File: config.mk
export PLATFORM = sky130hd
export DESIGN_NAME = lsu_bus_bridge
export DESIGN_NICKNAME = d
export VERILOG_FILES = /design/src/rtl/riscv_types.sv /design/src/rtl/lsu_align.sv /design/src/rtl/lsu_bus_bridge.sv
export SDC_FILE = /design/constraint.sdc
export NUM_CORES = 1
export LEC_CHECK = 0
export ABC_AREA = 1
export BUFFER_PORTS_ARGS = -buffer_cell sky130_fd_sc_hd__buf_2
export CORE_ASPECT_RATIO = 0.6
export CORE_MARGIN = 1.5
export CORE_UTILIZATION = 38
export DETAILED_ROUTE_END_ITERATION = 12
export GPL_TIMING_DRIVEN = 0
export PLACE_DENSITY = 0.72
export SYNTH_ARGS = -nofsm -noshare
export SYNTH_HDL_FRONTEND = slang
export SYNTH_SLANG_ARGS = --single-unit
File: constraint.sdc
create_clock -name clk -period 5.3 [get_ports clk]
set_input_delay 1.325 -clock clk [delete_from_list [all_inputs] [get_ports clk]]
set_output_delay 1.325 -clock clk [all_outputs]
set_load 0.01 [all_outputs]
File: src/rtl/riscv_types.sv
`default_nettype none
// ============================================================================
// Module   : riscv_types (package)
// Purpose  : Shared types for the RV32I load/store path.
//            mem_op_t    - fun3 encodings of loads and stores
//            lsu_state_t - bus bridge sequencing states
// Revision : 1.0 - initial release
// ============================================================================
package riscv_types;

    // Loads use all five codes; stores use OP_B/OP_H/OP_W only.
    typedef enum logic [2:0] {
        OP_B  = 3'b000,
        OP_H  = 3'b001,
        OP_W  = 3'b010,
        OP_BU = 3'b100,
        OP_HU = 3'b101
    } mem_op_t;

    typedef enum logic [1:0] {
        IDLE = 2'd0,
        BUSY = 2'd1,
        DONE = 2'd2
    } lsu_state_t;

    localparam logic [3:0] c_SEL_BYTE = 4'b0001;
    localparam logic [3:0] c_SEL_HALF = 4'b0011;
    localparam logic [3:0] c_SEL_WORD = 4'b1111;

endpackage : riscv_types
`default_nettype wire

File: src/rtl/lsu_align.sv
`default_nettype none
// ============================================================================
// Module   : lsu_align
// Purpose  : Combinational lane steering for the load/store bridge.
//            Store side: byte selects, replicated store data, legality check.
//            Load side : lane extraction and sign/zero extension.
// Ports    : off/op/is_store/access/wdata -> sel/st_data/bad  (MEM access)
//            ld_off/ld_op/rdata           -> ld_data         (bus return)
// Revision : 1.0 - initial release
// ============================================================================
module lsu_align
    import riscv_types::*;
(
    input  logic [1:0]  off,
    input  logic [2:0]  op,
    input  logic        is_store,
    input  logic        access,
    input  logic [31:0] wdata,
    output logic [3:0]  sel,
    output logic [31:0] st_data,
    output logic        bad,
    input  logic [1:0]  ld_off,
    input  logic [2:0]  ld_op,
    input  logic [31:0] rdata,
    output logic [31:0] ld_data
);

    logic        w_bad;
    logic [31:0] w_lane;

    always_comb begin
        sel     = 4'b0000;
        st_data = 32'd0;
        w_bad   = 1'b0;
        case (op)
            OP_B: begin
                sel     = c_SEL_BYTE << off;
                st_data = {4{wdata[7:0]}};
            end
            OP_H: begin
                sel     = c_SEL_HALF << off;
                st_data = {2{wdata[15:0]}};
                w_bad   = off[0];
            end
            OP_W: begin
                sel     = c_SEL_WORD;
                st_data = wdata;
                w_bad   = (off != 2'b00);
            end
            // Unsigned variants exist only for loads.
            OP_BU: begin
                sel   = c_SEL_BYTE << off;
                w_bad = is_store;
            end
            OP_HU: begin
                sel   = c_SEL_HALF << off;
                w_bad = off[0] | is_store;
            end
            default: w_bad = 1'b1;
        endcase
    end

    assign bad = access & w_bad;

    // Shift the addressed lane down to bit 0 before extending.
    assign w_lane = rdata >> {ld_off, 3'b000};

    always_comb begin
        ld_data = 32'd0;
        case (ld_op)
            OP_B:    ld_data = {{24{w_lane[7]}}, w_lane[7:0]};
            OP_H:    ld_data = {{16{w_lane[15]}}, w_lane[15:0]};
            OP_W:    ld_data = w_lane;
            OP_BU:   ld_data = {24'd0, w_lane[7:0]};
            OP_HU:   ld_data = {16'd0, w_lane[15:0]};
            default: ld_data = 32'd0;
        endcase
    end

endmodule : lsu_align
`default_nettype wire

File: src/rtl/lsu_bus_bridge.sv
`default_nettype none
// ============================================================================
// Module   : lsu_bus_bridge
// Purpose  : MEM-stage load/store to Wishbone-classic bridge. One bus cycle
//            per access; stalls the pipeline while outstanding; returns
//            extended load data held for the WB stage.
// Ports    : clk, reset (async, active-high)
//            mem_*_mem      - MEM-stage access (address, data, fun3, kind)
//            mem_rdata_wb   - registered load result
//            lsu_stall      - pipeline hold request
//            misalign_err   - pulse on illegal/misaligned access
//            bus_err        - pulse on err_i termination
//            cyc_o..dat_i   - Wishbone master
// Revision : 1.0 - initial release
// ============================================================================
module lsu_bus_bridge
    import riscv_types::*;
#(
    parameter int ADDR_W = 32
) (
    input  logic              clk,
    input  logic              reset,
    input  logic [31:0]       mem_addr_mem,
    input  logic [31:0]       mem_wdata_mem,
    input  logic [2:0]        mem_op_mem,
    input  logic              mem_write_mem,
    input  logic              mem_to_reg_mem,
    output logic [31:0]       mem_rdata_wb,
    output logic              lsu_stall,
    output logic              misalign_err,
    output logic              bus_err,
    output logic              cyc_o,
    output logic              stb_o,
    output logic              we_o,
    output logic [ADDR_W-3:0] adr_o,
    output logic [3:0]        sel_o,
    output logic [31:0]       dat_o,
    input  logic [31:0]       dat_i,
    input  logic              ack_i,
    input  logic              err_i
);

    lsu_state_t        r_state;
    logic              r_cyc;
    logic              r_we;
    logic [ADDR_W-3:0] r_adr;
    logic [3:0]        r_sel;
    logic [31:0]       r_dat;
    logic [31:0]       r_rdata;
    logic              r_bus_err;
    logic [2:0]        r_op;
    logic [1:0]        r_off;
    logic              r_is_load;

    logic              w_access;
    logic              w_bad;
    logic              w_legal;
    logic [3:0]        w_sel;
    logic [31:0]       w_st_data;
    logic [31:0]       w_ld_data;

    // A store wins when both write and load flags are set.
    assign w_access = mem_write_mem | mem_to_reg_mem;
    assign w_legal  = w_access & ~w_bad;

    lsu_align u_align (
        .off      (mem_addr_mem[1:0]),
        .op       (mem_op_mem),
        .is_store (mem_write_mem),
        .access   (w_access),
        .wdata    (mem_wdata_mem),
        .sel      (w_sel),
        .st_data  (w_st_data),
        .bad      (w_bad),
        .ld_off   (r_off),
        .ld_op    (r_op),
        .rdata    (dat_i),
        .ld_data  (w_ld_data)
    );

    always_ff @(posedge clk or posedge reset) begin
        if (reset) begin
            r_state   <= IDLE;
            r_cyc     <= 1'b0;
            r_we      <= 1'b0;
            r_adr     <= '0;
            r_sel     <= 4'b0000;
            r_dat     <= 32'd0;
            r_rdata   <= 32'd0;
            r_bus_err <= 1'b0;
            r_op      <= 3'b000;
            r_off     <= 2'b00;
            r_is_load <= 1'b0;
        end else begin
            r_bus_err <= 1'b0;
            case (r_state)
                IDLE: begin
                    if (w_legal) begin
                        r_cyc     <= 1'b1;
                        r_we      <= mem_write_mem;
                        r_adr     <= mem_addr_mem[ADDR_W-1:2];
                        r_sel     <= w_sel;
                        r_dat     <= w_st_data;
                        r_op      <= mem_op_mem;
                        r_off     <= mem_addr_mem[1:0];
                        r_is_load <= ~mem_write_mem;
                        r_state   <= BUSY;
                    end
                end
                BUSY: begin
                    // ack has priority over a simultaneous err.
                    if (ack_i) begin
                        r_cyc   <= 1'b0;
                        r_state <= DONE;
                        if (r_is_load) begin
                            r_rdata <= w_ld_data;
                        end
                    end else if (err_i) begin
                        r_cyc     <= 1'b0;
                        r_bus_err <= 1'b1;
                        r_state   <= DONE;
                        if (r_is_load) begin
                            r_rdata <= 32'd0;
                        end
                    end
                end
                // Pipeline advances this cycle; the next MEM instruction is
                // only looked at once we are back in IDLE.
                DONE:    r_state <= IDLE;
                default: r_state <= IDLE;
            endcase
        end
    end

    assign lsu_stall    = ((r_state == IDLE) & w_legal) | (r_state == BUSY);
    assign misalign_err = (r_state == IDLE) & w_bad;

    assign cyc_o        = r_cyc;
    assign stb_o        = r_cyc;
    assign we_o         = r_we;
    assign adr_o        = r_adr;
    assign sel_o        = r_sel;
    assign dat_o        = r_dat;
    assign mem_rdata_wb = r_rdata;
    assign bus_err      = r_bus_err;

endmodule : lsu_bus_bridge
`default_nettype wire
==> results of run 1 <==
cell usage in the layout (no fill, tap or decap):
| cell | n |
|---|---|
| buf_4 | 13 |
| clkbuf_16 | 9 |
| bufinv_16 | 1 |
| clkinvlp_4 | 2 |
| nand2_1 | 343 |
| inv_1 | 26 |
| o21ai_1 | 1 |
| inv_2 | 2 |
| buf_1 | 4 |
| clkbuf_8 | 1 |
| nor2_4 | 1 |
| nor2_2 | 1 |
| nor2_1 | 19 |
| buf_16 | 1 |
| inv_4 | 1 |
| o21ai_0 | 30 |
| buf_2 | 227 |
| a21oi_1 | 2 |
| dfrtp_1 | 109 |
| nor3_1 | 3 |
| nand4_1 | 2 |
| or2_1 | 1 |
| nand3_1 | 176 |
| clkbuf_1 | 18 |
through the flow:
stage,hold WS (ps),total power [mW]
2_1_floorplan,471,1.97
3_3_place_gp,460,2.45
3_5_place_dp,460,2.48
4_1_cts,480,3.18
5_1_grt,499,3.39
6_report,475,3.16
Yosys cell counts:
cell type / n / area share
nand2_1: 343 / 0.23
nand3_1: 176 / 0.16
dfrtp_1: 109 / 0.49
o21ai_0: 30 / 0.027
inv_1: 27 / 0.018
buf_2: 19 / 0.017
nor2_1: 19 / 0.013
clkbuf_1: 15 / 0.010
buf_4: 13 / 0.018
buf_1: 4 / 0.0027
nor3_1: 3 / 0.0027
a21oi_1: 2 / 0.0018
inv_2: 2 / 0.0014
nand4_1: 2 / 0.0023
nor2_2: 1 / 0.0011
nor2_4: 1 / 0.0020
o21ai_1: 1 / 0.00090
or2_1: 1 / 0.0011
layer usage:
layer / wire [um] / global-route usage
met5: 0 / 0
met2: 6960 / 0.313
met1: 9040 / 0.364
met3: 1730 / 0.0738
met4: 204 / 0.0522
area by class of cell:
type                            count  area (um2)
Clock buffer                       13         250
Inverter                           29         111
Clock inverter                      3        45.0
Timing Repair Buffer              209        1070
Fill cell                        1480        6790
Buffer                             51         264
Tap cell                          192         240
Multi-Input combinational cell    579        2460
Sequential cell                   109        2730
power groups by stage:
| stage | clock, mW | sequential (mW) | combinational (mW) |
|---|---|---|---|
| 2_1_floorplan | 0 | 1.37 | 0.599 |
| 3_3_place_gp | 0 | 1.25 | 1.20 |
| 3_5_place_dp | 0 | 1.25 | 1.22 |
| 4_1_cts | 0.709 | 1.25 | 1.22 |
| 5_1_grt | 0.741 | 1.28 | 1.37 |
| 6_report | 0.690 | 1.24 | 1.22 |
cells by family after synthesis:
kind of cell / share of synthesized area
flops: 0.491
compound gates: 0.0297
simple gates: 0.412
buf+inv: 0.0671
critical path: stages:
cell	delay (ps)
buf_2	150
nor2_4	200
nand2_1	80
nand2_1	90
nand4_1	250
buf_4	290
buf_4	190
nand2_1	60
buf_2	120
final timing paths:
| kind | to | slack [ps] | start |
|---|---|---|---|
| max | lsu_stall | 1220 | mem_op_mem[0] |
| max reg2reg | adr_o[26] | 3450 | r_state[0] |
| max in group asynchronous | dat_o[8] | 3540 | reset |
| min in group asynchronous | adr_o[13] | 1030 | reset |
| min | mem_rdata_wb[28] | 480 | mem_rdata_wb[28] |
| min reg2reg | mem_rdata_wb[28] | 480 | mem_rdata_wb[28] |
sequential cells by signal, summed over array words and instances (netlist names), 2 cells and up:
| name | flops |
|---|---|
| r_state | 2 |
| sel_o | 4 |
| adr_o | 30 |
| dat_o | 32 |
| mem_rdata_wb | 32 |
| r_op | 3 |
| r_off | 2 |
==> run metrics, run 1 <==
status=finished clean; Post-Syn Nets=873; number of setup buffers added after CTS=0; Port Buffers=208; worst min-delay path class=reg -> reg; first-pass GRT wire length=28900 um; Worst Hold Depth=2; setup ws final=1220 ps; Reg clk slew, reported paths=70 ps; GRT Total Usage=0.235; DIE HEIGHT=96.7 um; synthesized instance count=768; largest net degree at the start of global routing=70; Reg power frac=0.394; vias after detailed routing=5950; drt first pass iters=5; final core utilization=0.513; switching pwr=1.22 mW; share of cells above drive strength 1=0.261; Ys Warns=0; GPL Wtd Cong=0.963; die footprint=15400 um2; non-filler cells in the finished layout=1185; post-detail-place hpwl=13800 um; min Tclk post-route=4080 ps; Placed Instance Area=6870 um2; worst-margin pin slew=616 ps; clk sinks=109; Clock Path Buffers=2; CTS tree=done; FMAX=245 MHz; critical path class=in -> out; initial antenna violation count=0; Skew-Pair Late Insertion Delay=350 ps; Crit. End Element=output port; Mean Syn Cell Area=7.24 um2; Max FO, Critical Path=10; I/O Pins=209; vias in the first global route=5439; combinational power share=0.387; unrepaired setup endpoints after global routing=false; max_cap viols=0; clock skew=11.1 ps; Post-Route WL=17900 um; crit path DAT=2750 ps; Final Max Tran Viols=0; # nets final=1093; vias per inst=5.02; Internal Power=1.94 mW; R2R cell count=6; Mapped Area=5560 um2; Post-CTS Hold Buffers=0; dpl ws=1190 ps; ant diodes=0; Worst slew margin=0.589; Iter 0 DRT Violations=454; setup TNS=0 ps; switching share of power=0.387; Root Driver=clkbuf_16; core area=14000 um2; crit path launch type=input pin; flops & latches, synth=109; Num CTS Buffers=9; Critical Path RT=3970 ps; H-Tree Depth=3; sequential share of the synthesized area=0.491; Routed WL per cell=15.1 um; cell area after layout=7160 um2; Rows=33; Synth cell types=18; Clock power frac=0.219; placed cell count=1169; chip width=159 um; global route overflow=0; area grow syn2layout=28.9%; initial core utilization=0.398; final setup fails=0; maximum vdd drop=0.181 mV; LEAKAGE=4.30 nW; Hold Fails Final Rpt=0; post-route clock period utilization=0.770; DRC viols=0; post_cts resized=0; antenna-violating nets left=0; power per cell area=441 nW/um2
Note: power is estimated with default switching activity, not from simulation.
==> run 2, diff against run 1 <==
--- a/config.mk
+++ b/config.mk
@@ -5,14 +5,14 @@
 export SDC_FILE = /design/constraint.sdc
 export NUM_CORES = 1
 export LEC_CHECK = 0
-export ABC_AREA = 1
+export ABC_AREA = 0
 export BUFFER_PORTS_ARGS = -buffer_cell sky130_fd_sc_hd__buf_2
 export CORE_ASPECT_RATIO = 0.6
 export CORE_MARGIN = 1.5
 export CORE_UTILIZATION = 38
 export DETAILED_ROUTE_END_ITERATION = 12
 export GPL_TIMING_DRIVEN = 0
-export PLACE_DENSITY = 0.72
+export PLACE_DENSITY = 0.74
 export SYNTH_ARGS = -nofsm -noshare
 export SYNTH_HDL_FRONTEND = slang
 export SYNTH_SLANG_ARGS = --single-unit
==> constraint.sdc (replaced) <==
create_clock -name clk -period 4.2 [get_ports clk]
set_input_delay 1.05 -clock clk [delete_from_list [all_inputs] [get_ports clk]]
set_output_delay 1.05 -clock clk [all_outputs]
set_load 0.01 [all_outputs]
==> run metrics, run 2 <==
status=finished clean (unchanged); cell area after layout=6490 um2 (was 7160 um2); worst min-delay path class=reg -> reg (unchanged); Num CTS Buffers=9 (unchanged); GPL Wtd Cong=0.903 (was 0.963); grt met3 use=0.0638 (was 0.0738); Iter 0 DRT Violations=228 (was 454); Placed Instance Area=6220 um2 (was 6870 um2); Hold Fails Final Rpt=0 (unchanged); Post-Route WL=15700 um (was 17900 um); Synth area leader=dfrtp_1 (unchanged); share of cells above drive strength 1=0.395 (was 0.261); fraction of registers with async set/reset=1.00 (unchanged); Mapped Area=4940 um2 (was 5560 um2); top cells by area, synth=dfrtp_1 55%, mux2_1 8.0%, nand2_1 5.5% (was dfrtp_1 49%, nand2_1 23%, nand3_1 16%); I/O Pins=209 (unchanged); H-Tree Depth=3 (unchanged); Synth cell types=37 (was 18); Port Buffers=207 (was 208); Routed WL per cell=18.7 um (was 15.1 um); max_cap viols=0 (unchanged); clk sinks=109 (unchanged); post-detail-place hpwl=12300 um (was 13800 um); final core utilization=0.508 (was 0.513); Fin Hold WS=486 ps (was 475 ps); Post-Syn Nets=548 (was 873); Power Total=3.68 mW (was 3.16 mW); worst-margin pin slew=973 ps (was 616 ps); number of setup buffers added after CTS=0 (unchanged); initial antenna violation count=1 (was 0); post_cts resized=0 (unchanged); chip width=150 um (was 159 um); Final Max Tran Viols=0 (unchanged); Slowest-stage cell, CP=o221ai_2 (was buf_4); Clock Path Buffers=2 (unchanged); unrepaired setup endpoints after global routing=false (unchanged); vias in the first global route=4217 (was 5439); global route overflow=0 (unchanged); Commonest cells post-synth=109 x dfrtp_1, 73 x nand2_1, 39 x o21ai_1 (was 343 x nand2_1, 176 x nand3_1, 109 x dfrtp_1); vias per inst=5.25 (was 5.02); Reg clk slew, reported paths=70 ps (about the same); final setup fails=0 (unchanged); flop2flop setup slack=2000 ps (was 3450 ps); synthesized instance count=443 (was 768); power per cell area=568 nW/um2 (was 441 nW/um2); Worst slew margin=0.346 (was 0.589); # nets final=767 (was 1093); sequential share of the synthesized area=0.552 (was 0.491); CP cell instances=buf_2, a221oi_2, o221ai_2, buf_4, clkbuf_1, nand2_1, buf_2 (was buf_2, nor2_4, nand2_1, nand2_1, nand4_1, buf_4, buf_4, nand2_1, buf_2); initial core utilization=0.387 (was 0.398); flops & latches, synth=109 (unchanged); clock skew=12.6 ps (was 11.1 ps); placed cell count=821 (was 1169); FMAX=276 MHz; Rows=32 (was 33); Post-CTS Hold Buffers=0 (unchanged); GRT Total Usage=0.231 (was 0.235); Max FO, Critical Path=10 (unchanged); GR Layer Usage met2=0.323 (was 0.313); Root Driver=clkbuf_16 (unchanged); critical path class=in -> out (unchanged); antenna-violating nets left=0 (unchanged); Post-synth EDFFs=0 (unchanged); core area=12800 um2 (was 14000 um2); Crit. End Element=output port (unchanged); CTS tree=done (unchanged); DRC viols=0 (unchanged); first-pass GRT wire length=23700 um (was 28900 um); Top FF cell, synth=dfrtp_1 (unchanged); Crit path top cell by count=buf_2 (was nand2_1); maximum vdd drop=0.197 mV (was 0.181 mV); routing usage on met1=0.348 (was 0.364); die footprint=13700 um2 (was 15400 um2); most frequent cells in the layout=216 x buf_2, 109 x dfrtp_1, 73 x nand2_1, 39 x o21ai_1, 35 x mux2_1 (was 343 x nand2_1, 227 x buf_2, 176 x nand3_1, 109 x dfrtp_1, 30 x o21ai_0); gr busiest metal=met1 (unchanged); most frequent cell after synthesis=dfrtp_1 (was nand2_1); drt first pass iters=5 (unchanged); Ys Warns=0 (unchanged); non-filler cells in the finished layout=837 (was 1185); crit path launch type=input pin (unchanged); largest net degree at the start of global routing=75 (was 70); Yosys top cell area share=0.552 (was 0.491); commonest non-fill, non-tap cell in the layout=buf_2 (was nand2_1); DIE HEIGHT=91.4 um (was 96.7 um); Critical Path RT=3150 ps (was 3970 ps); LEAKAGE=3.32 nW (was 4.30 nW); vias after detailed routing=4396 (was 5950); crit-path max cell delay=360 ps (was 290 ps); Mean Syn Cell Area=11.2 um2 (was 7.24 um2); Skew-Pair Late Insertion Delay=350 ps (about the same); post-route clock period utilization=0.862; area grow syn2layout=31.3% (was 28.9%); crit path DAT=2570 ps (was 2750 ps); min Tclk post-route=3620 ps
==> run 2: cell count changes after synthesis, moves of 21 or more <==
cell / delta
nand2_1: -270
o21ai_1: +38
inv_1: -22
o21ai_0: -21
a21oi_1: +25
mux2_1: +35
nand3_1: -176
==> run 2: layer usage <==
layer / up-vias / part of all wire
li1: 2032 / -
met4: 0 / 0.013
met5: - / 0
met2: 207 / 0.42
met3: 17 / 0.084
met1: 2140 / 0.49
==> run 2: cells by family (layout without fill, tap and decap cells) <==
| logic type | after synthesis | in the layout | share of synthesized area |
|---|---|---|---|
| flops | 109 | 109 | 0.552 |
| other cells | 0 | 1 | 0 |
| mux | 70 | 70 | 0.155 |
| simple gates | 109 | 109 | 0.0972 |
| buf+inv | 33 | 256 | 0.0319 |
| compound gates | 122 | 122 | 0.164 |
==> run 2: path summary, 6_finish.rpt <==
| kind | endpoint | start | cells past startpoint |
|---|---|---|---|
| min in group asynchronous | adr_o[1] | reset | 2 |
| worst max register to register | mem_rdata_wb[24] | r_state[1] | 5 |
| worst min register to register | adr_o[4] | adr_o[4] | 1 |
| worst max-delay path | lsu_stall | mem_op_mem[2] | 7 |
| max in group asynchronous | mem_rdata_wb[15] | reset | 3 |
| worst min-delay path | adr_o[4] | adr_o[4] | 1 |
==> run 2: area by class of cell <==
class / instances / area, um2
flip-flops and latches: 109 / 2730
inverters: 5 / 21.3
multi-input cells: 301 / 2060
fillers: 1169 / 6280
diodes: 1 / 2.50
clock buffers: 10 / 229
well taps: 170 / 213
plain buffers: 28 / 139
repair buffers: 208 / 1060
clock inverters: 5 / 35.0
==> run 2: power by group <==
| group | switching (mW) | internal [mW] | total, mW | leakage, nW |
|---|---|---|---|---|
| clock network | 0.389 | 0.402 | 0.791 | 0.129 |
| registers | 0.197 | 1.38 | 1.58 | 1.40 |
| logic | 0.716 | 0.597 | 1.31 | 1.79 |
==> run 2: worst max-delay path, delay by kind of cell <==
family / cells / cell delay (ps)
AOI/OAI and AO/OA: 2 / 450
and+or+nand+nor: 1 / 80
buffers and inverters: 4 / 970
==> run 2: metrics by stage <==
step	TNS (ps)	setup WS, ps
floorplan	0	276
global placement	-79670	-746
detailed placement	0	538
CTS	0	532
global route	0	437
finish	0	578
